[src/rtl/dmem_arbiter_pkg.sv]
// Shared definitions for the data-memory arbiter.
//   arb_state_t : host-transaction sequencing states
//     IDLE   - no host transaction in flight; the host may be granted this cycle
//     H_DATA - cycle after the host grant; RAM read data for the host is valid
//     H_ACK  - completion pulse cycle; host_req is ignored
package dmem_arbiter_pkg;

  typedef enum logic [1:0] {
    IDLE   = 2'd0,
    H_DATA = 2'd1,
    H_ACK  = 2'd2
  } arb_state_t;

endpackage

[src/rtl/dmem_arbiter.sv]
// Arbitrates the single-port synchronous data RAM between the CPU
// (pipeline stage 2) and a host/debug port. The CPU has priority, but a
// pending host request is forced through after MAX_WAIT lost cycles. The
// CPU is stalled in any cycle where the host is granted and the CPU also
// wants the memory.
//
// Ports:
//   clock, reset            system clock, synchronous active-high reset
//   cpu_req/addr/we/wdata   CPU access request for this cycle
//   cpu_stall               CPU access not performed; pipeline holds
//   cpu_rdata               RAM read data (valid the cycle after an unstalled read)
//   host_req/we/addr/wdata  host request, held until host_ack
//   host_ack                one-cycle completion pulse
//   host_rdata              registered host read data
//   mem_addr/we/wdata       RAM command
//   mem_rdata               RAM read data, one-cycle latency
module dmem_arbiter
  import dmem_arbiter_pkg::*;
#(
  parameter int ADDR_SIZE = 18,
  parameter int WORD_SIZE = 18,
  parameter int MAX_WAIT  = 4
) (
  input  logic                 clock,
  input  logic                 reset,
  input  logic                 cpu_req,
  input  logic [ADDR_SIZE-1:0] cpu_addr,
  input  logic                 cpu_we,
  input  logic [WORD_SIZE-1:0] cpu_wdata,
  output logic                 cpu_stall,
  output logic [WORD_SIZE-1:0] cpu_rdata,
  input  logic                 host_req,
  input  logic                 host_we,
  input  logic [ADDR_SIZE-1:0] host_addr,
  input  logic [WORD_SIZE-1:0] host_wdata,
  output logic                 host_ack,
  output logic [WORD_SIZE-1:0] host_rdata,
  output logic [ADDR_SIZE-1:0] mem_addr,
  output logic                 mem_we,
  output logic [WORD_SIZE-1:0] mem_wdata,
  input  logic [WORD_SIZE-1:0] mem_rdata
);

  localparam int CNT_W = $clog2(MAX_WAIT + 1);
  localparam logic [CNT_W-1:0] WAIT_LIMIT = CNT_W'(MAX_WAIT);

  arb_state_t           state, state_next;
  logic [CNT_W-1:0]     wait_cnt, wait_next;
  logic                 host_read, host_read_next;
  logic                 ack_next;
  logic [WORD_SIZE-1:0] rdata_next;
  logic                 host_go;

  // Host wins when the CPU is idle or the host has already lost MAX_WAIT cycles.
  assign host_go = (state == IDLE) && host_req && (!cpu_req || (wait_cnt == WAIT_LIMIT));

  // RAM read data goes straight to the CPU; it only consumes it after an unstalled access.
  assign cpu_rdata = mem_rdata;

  always_comb begin
    mem_addr  = cpu_addr;
    mem_wdata = cpu_wdata;
    mem_we    = cpu_we && cpu_req;
    cpu_stall = 1'b0;
    if (host_go) begin
      mem_addr  = host_addr;
      mem_wdata = host_wdata;
      mem_we    = host_we;
      cpu_stall = cpu_req;
    end
    // No RAM write may slip through while the system is held in reset.
    if (reset) begin
      mem_we = 1'b0;
    end
  end

  always_comb begin
    state_next     = state;
    wait_next      = wait_cnt;
    host_read_next = host_read;
    ack_next       = 1'b0;
    rdata_next     = host_rdata;
    case (state)
      IDLE: begin
        if (host_go) begin
          state_next     = H_DATA;
          wait_next      = '0;
          host_read_next = !host_we;
        end else if (host_req) begin
          // Here the CPU took the cycle; count the loss, saturating.
          if (wait_cnt != WAIT_LIMIT) begin
            wait_next = wait_cnt + CNT_W'(1);
          end
        end else begin
          // Request absent (or withdrawn before grant): start the bound over.
          wait_next = '0;
        end
      end
      H_DATA: begin
        if (host_read) begin
          rdata_next = mem_rdata;
        end
        ack_next   = 1'b1;
        state_next = H_ACK;
      end
      H_ACK: begin
        state_next = IDLE;
      end
      default: begin
        state_next = IDLE;
      end
    endcase
  end

  always_ff @(posedge clock) begin
    if (reset) begin
      state      <= IDLE;
      wait_cnt   <= '0;
      host_read  <= 1'b0;
      host_ack   <= 1'b0;
      host_rdata <= '0;
    end else begin
      state      <= state_next;
      wait_cnt   <= wait_next;
      host_read  <= host_read_next;
      host_ack   <= ack_next;
      host_rdata <= rdata_next;
    end
  end

endmodule

[config.mk]
export PLATFORM = sky130hd
export DESIGN_NAME = dmem_arbiter
export DESIGN_NICKNAME = d
export VERILOG_FILES = /design/src/rtl/dmem_arbiter_pkg.sv /design/src/rtl/dmem_arbiter.sv
export SDC_FILE = /design/constraint.sdc
export NUM_CORES = 1
export LEC_CHECK = 0
export ABC_AREA = 1
export BUFFER_PORTS_ARGS = -buffer_cell sky130_fd_sc_hd__buf_2
export CORE_AREA = 3 3 83 65
export DETAILED_ROUTE_END_ITERATION = 7
export DIE_AREA = 0 0 86 68
export HOLD_SLACK_MARGIN = 0.15
export PLACE_DENSITY = 0.79
export SETUP_SLACK_MARGIN = 0.3
export SLEW_MARGIN = 25
export SYNTH_ARGS = -nofsm -noshare
export SYNTH_HDL_FRONTEND = slang
export SYNTH_SLANG_ARGS = --single-unit
[constraint.sdc]
create_clock -name clock -period 1.5 [get_ports clock]
set_input_delay 0.15 -clock clock [delete_from_list [all_inputs] [get_ports clock]]
set_output_delay 0.15 -clock clock [all_outputs]
set_load 0.05 [all_outputs]
# ---- Yosys cells after proc, flatten, opt, wreduce, memory -nomap -nowiden
# Cells that the tools add are included.
dict set report totals {
  regBits 25
  inputBits 96
  out_inout_bits 75
  word_cells 32
}
dict set report op_classes {
  add_sub_neg 1
  n_eq_ne 5
  mux 11
  n_reduce_logical 10
}
# op count
set ops {}
lappend ops {{$mux W18} 2}
lappend ops {{$mux W3} 3}
lappend ops {{$reduce_and A2 Y1} 3}
lappend ops {{$mux W1} 4}
lappend ops {{$pmux W2 S2} 1}
lappend ops {{$add A3 B1 Y3 const B} 1}
lappend ops {{$eq A3 B3 Y1 const B} 1}
lappend ops {{$logic_and A1 B1 Y1} 3}
lappend ops {{$ne A3 B1 Y1 const B} 1}
lappend ops {{$ne A3 B3 Y1 const B} 1}
lappend ops {{$eq A2 B1 Y1 const B} 1}
lappend ops {{$logic_not A1 Y1} 2}
lappend ops {{$logic_not A2 Y1} 1}
lappend ops {{$mux W2} 1}
lappend ops {{$ne A2 B2 Y1 const B} 1}
lappend ops {{$logic_or A1 B1 Y1} 1}

# ---- Depth between registers and ports, before layout
dict set report depth {
  ltp_word 5
  depth_mapped 9
  depth_no_buf 8
}

# ---- Worst setup path after synthesis
# No wires, ideal clock.
dict set report synth_timing {
  path_kind {reg2out}
  start {register wait_cnt[0]}
  end {output port mem_we}
  arrival_ns 1.728
  required_time_ns 1.350
  path_slack_ns -0.378
  path_stages_with_launch 9
  path_buffers 1
  cell_sequence {dfxtp_1 > inv_1 > ha_1 > nand2_1 > nand2_2 > nand3_4 > buf_6 > nand2_1 > a21oi_1}
}
dict set report synth_via {
  elab_chain_len 5
}
# item line
set synth_rtl {}
lappend synth_rtl {{start: declaration} dmem_arbiter.sv:48} ;# logic [CNT_W-1:0] wait_cnt, wait_next;
lappend synth_rtl {{start signal: assignment} dmem_arbiter.sv:124} ;# wait_cnt <= wait_next;
lappend synth_rtl {{$eq A3 B3 Y1} dmem_arbiter.sv:55} ;# assign host_go = (state == IDLE) && host_req && (!cpu_req || (wait_cnt == WAIT_LIMIT));
lappend synth_rtl {{$logic_or A1 B1 Y1} dmem_arbiter.sv:55}
lappend synth_rtl {{$logic_and A1 B1 Y1} dmem_arbiter.sv:55}
lappend synth_rtl {{$mux W1} dmem_arbiter.sv:65} ;# if (host_go) begin
lappend synth_rtl {{$mux W1} dmem_arbiter.sv:72} ;# if (reset) begin
lappend synth_rtl {{end: declaration} dmem_arbiter.sv:39} ;# output logic mem_we,
# Every way passes these cells.

# ---- Final worst setup path
dict set report layout_timing {
  start {register wait_cnt[1]}
  end {output port mem_wdata[14]}
}
dict set report layout_via {
  elab_chain_len 4
}
# item line
set layout_rtl {}
lappend layout_rtl {{$eq A3 B3 Y1} dmem_arbiter.sv:55}
lappend layout_rtl {{$logic_or A1 B1 Y1} dmem_arbiter.sv:55}
lappend layout_rtl {{$logic_and A1 B1 Y1} dmem_arbiter.sv:55}
lappend layout_rtl {{$mux W18} dmem_arbiter.sv:65}
lappend layout_rtl {{end: declaration} dmem_arbiter.sv:40} ;# output logic [WORD_SIZE-1:0] mem_wdata,
# Every way passes these cells.

==> metrics.txt <==
RR Startpoint wait_cnt[1]; Yosys cell types 22; GRT overflow 0; synthesized area per cell about 6.4 µm²; crit share post-route 1.18; worst vdd ir between 0.4 and 0.5 mV; Synth Area in Adders 0.0155; Register Area approximately 500 µm²; vias in the first global route 2117; slowest CP cell dfxtp_2; hold violation count in the final report 0; DRC 0; die height between 60 and 70 µm; Worst path depth 9; CP most frequent cell nand2_4; WP data required 1350 ps; Critical Path Start wait_cnt[1]; Synth Area in Simple Gates 0.351; Post-Syn Instances ~250; Max-Cap Viols 0; crit-path cells inv_2 -> ha_4 -> nand2_4 -> nand2_4 -> nand3_4 -> buf_12 -> nand2_1 -> nand2_4 -> buf_8; vias ~2200; Reg2Reg Setup Slack approximately 90 ps; fmax roughly 570 MHz; CTS Root Cell clkbuf_8; sequential fraction of the synthesis area 0.310; initial antenna violation count 0; layout cells sized above 1 0.725; I/O Pins 171; failing checks setup timing; Final Critical Period 1770 ps; Final WS setup -267 ps; crit start category flip-flop; WL per Instance ~16 µm; num rows 21; clock skew between 4 and 5 ps; worst path bufs/invs 3; Num Clock Sinks 25; main combinational cell family by area after synthesis simple AND/OR/NAND/NOR gates; clk_lat worst skew approximately 260 ps; Mapped Nets around 350; critical path's largest stage delay about 340 ps; Multi-input gate area 1520 µm²; top cell type's share of synthesized area 0.310; final RePlAce weighted congestion 0.804; Std-Cell Core Area 4550 µm²; multiplexer share of the synthesized area 0; Placed Instances 463; post-route ant nets 0; initial cell density of the core 0.356; status finished with violations; Initial DRT Pass Iterations 4; Routed WL about 7.4 mm; hold crit path type in2reg; critical path endpoint category output pin; Layout area overhead 129%; Synth Area in XOR/XNOR 0.00542; WS Path Type reg2out; #FFs+latches synth 25; Final Max Tran Viols 0; diode count 0; family with the most delay on the worst path simple AND/OR/NAND/NOR gates; Worst-Margin Slew 669 ps; setup_tns -8890 ps; final setup fails 38; maximum buffer depth of the clock tree 2; nets just over 500; Vias per Instance 4.61; pwr dens 684 nW/µm²; CP max FO 22; post-synth top area cell dfxtp_1; post-synthesis compound-gate area fraction 0.124; Worst R2R End host_read; first-pass GRT wire length ~9.9 mm; non-filler cells, final around 470; dpl hpwl between 4 and 5 mm; crit path DAT 1620 ps; cells on worst reg2reg path 10; Port Buffers 170; Yosys warnings 0; top post-synthesis cells by area dfxtp_1, nand2_1, buf_4; Post-Syn Area around 1600 µm²; die area 5850 µm²; Rel. slew slack 0.554; total track usage 0.213; total CTS buffers 3; Filler Cell Count 281; P_leak between 1.5 and 2 nW; crit path capture mem_wdata[14]; clock slew at reported path FFs 80 ps; htree depth 1; TritonCTS clock tree done; Iter 0 DRT Violations between 60 and 70; RSZ-0062 raised after global routing yes; die width between 80 and 90 µm; pin count of the biggest net entering global routing 23; Post-CTS Hold Fix Bufs 0
[power breakdown]
part	internal [mW]	switching, mW
combinational	0.565	0.884
clock	0.190	0.199
sequential	0.679	0.0114
[worst min-delay path, stage by stage]
cell,delay [ps]
buf_2,90
o21ai_2,40
a21oi_1,90
[cells by family (layout without fill, tap and decap cells)]
group | Yosys count | count (layout)
adder cells (fa/ha/maj) | 2 | 2
XOR/XNOR | 1 | 1
buffers and inverters | 55 | 215
AND/OR/NAND/NOR | 131 | 132
AO/OA/AOI/OAI | 40 | 40
flip-flops | 25 | 25
[flip-flops by register name (all words and copies together), names as in the netlist]
signal	count
host_read	1
state	2
host_rdata	18
host_ack	1
wait_cnt	3
[routing by layer]
layer,GRT usage,vias to the layer above,wire [µm]
li1,-,1088,-
met1,0.228,975,2550
met2,0.410,90,4150
met3,0.0578,22,403
met4,0.0711,0,247
met5,0,-,0
[layout make-up]
| type | instances | area share |
|---|---|---|
| Inverter | 25 | 0.0288 |
| Multi-Input combinational cell | 175 | 0.411 |
| Timing Repair Buffer | 186 | 0.393 |
| Tap cell | 57 | 0.0193 |
| Clock buffer | 4 | 0.0122 |
| Sequential cell | 25 | 0.136 |
[Yosys cell counts]
library cell  instances
a21oi_1              21
buf_1                 1
buf_2                 4
buf_4                22
buf_6                 1
buf_8                 1
clkbuf_1              1
dfxtp_1              25
ha_1                  2
inv_1                24
inv_4                 1
nand2_1             107
nand2_2              11
nand3_4               1
nand3b_4              1
nand4_1               1
nor2_1                7
nor2_4                1
nor3b_1               2
o21ai_0              18
o21ai_1               1
xor2_1                1
[through the flow]
stage	power (mW)	instance area (µm²)	util	setup WS [ps]	hold slack, ps
2_1_floorplan	1.52	2050	-	82.6	212
3_3_place_gp	1.77	2870	0.631	-57.5	429
3_5_place_dp	1.78	2870	0.631	-103	434
4_1_cts	2.43	3430	0.754	-287	160
5_1_grt	2.64	3700	0.813	-341	161
6_report	2.53	3700	0.813	-267	148
[placed cells by master, fill, tap and decap left out, drive strengths merged, types with 6 or more instances in the layout]
master    n
clkbuf    6
o21ai    19
a21oi    21
inv      24
nor2      8
dfxtp    25
nand2   118
buf     184
[worst min-delay path by stage]
| stage | startpoint | endpoint | slack, ps | depth (start not counted) |
|---|---|---|---|---|
| final | mem_rdata[4] | host_rdata[4] | 150 | 3 |
| after global routing | mem_rdata[15] | host_rdata[15] | 160 | 3 |
| after CTS | reset | wait_cnt[1] | 160 | 2 |
| after detailed placement | host_rdata[7] | host_rdata[7] | 430 | 2 |
| after global placement | host_rdata[11] | host_rdata[11] | 430 | 2 |
| after floorplan | reset | wait_cnt[1] | 210 | 1 |
[what timing repair did]
action,in CTS,in global routing
gates resized for setup,142,71
cloned,2,2
setup endpoints to repair,59,52
buffers inserted,1,0
pin swaps,1,19
Power figures use the tool's default switching activity.
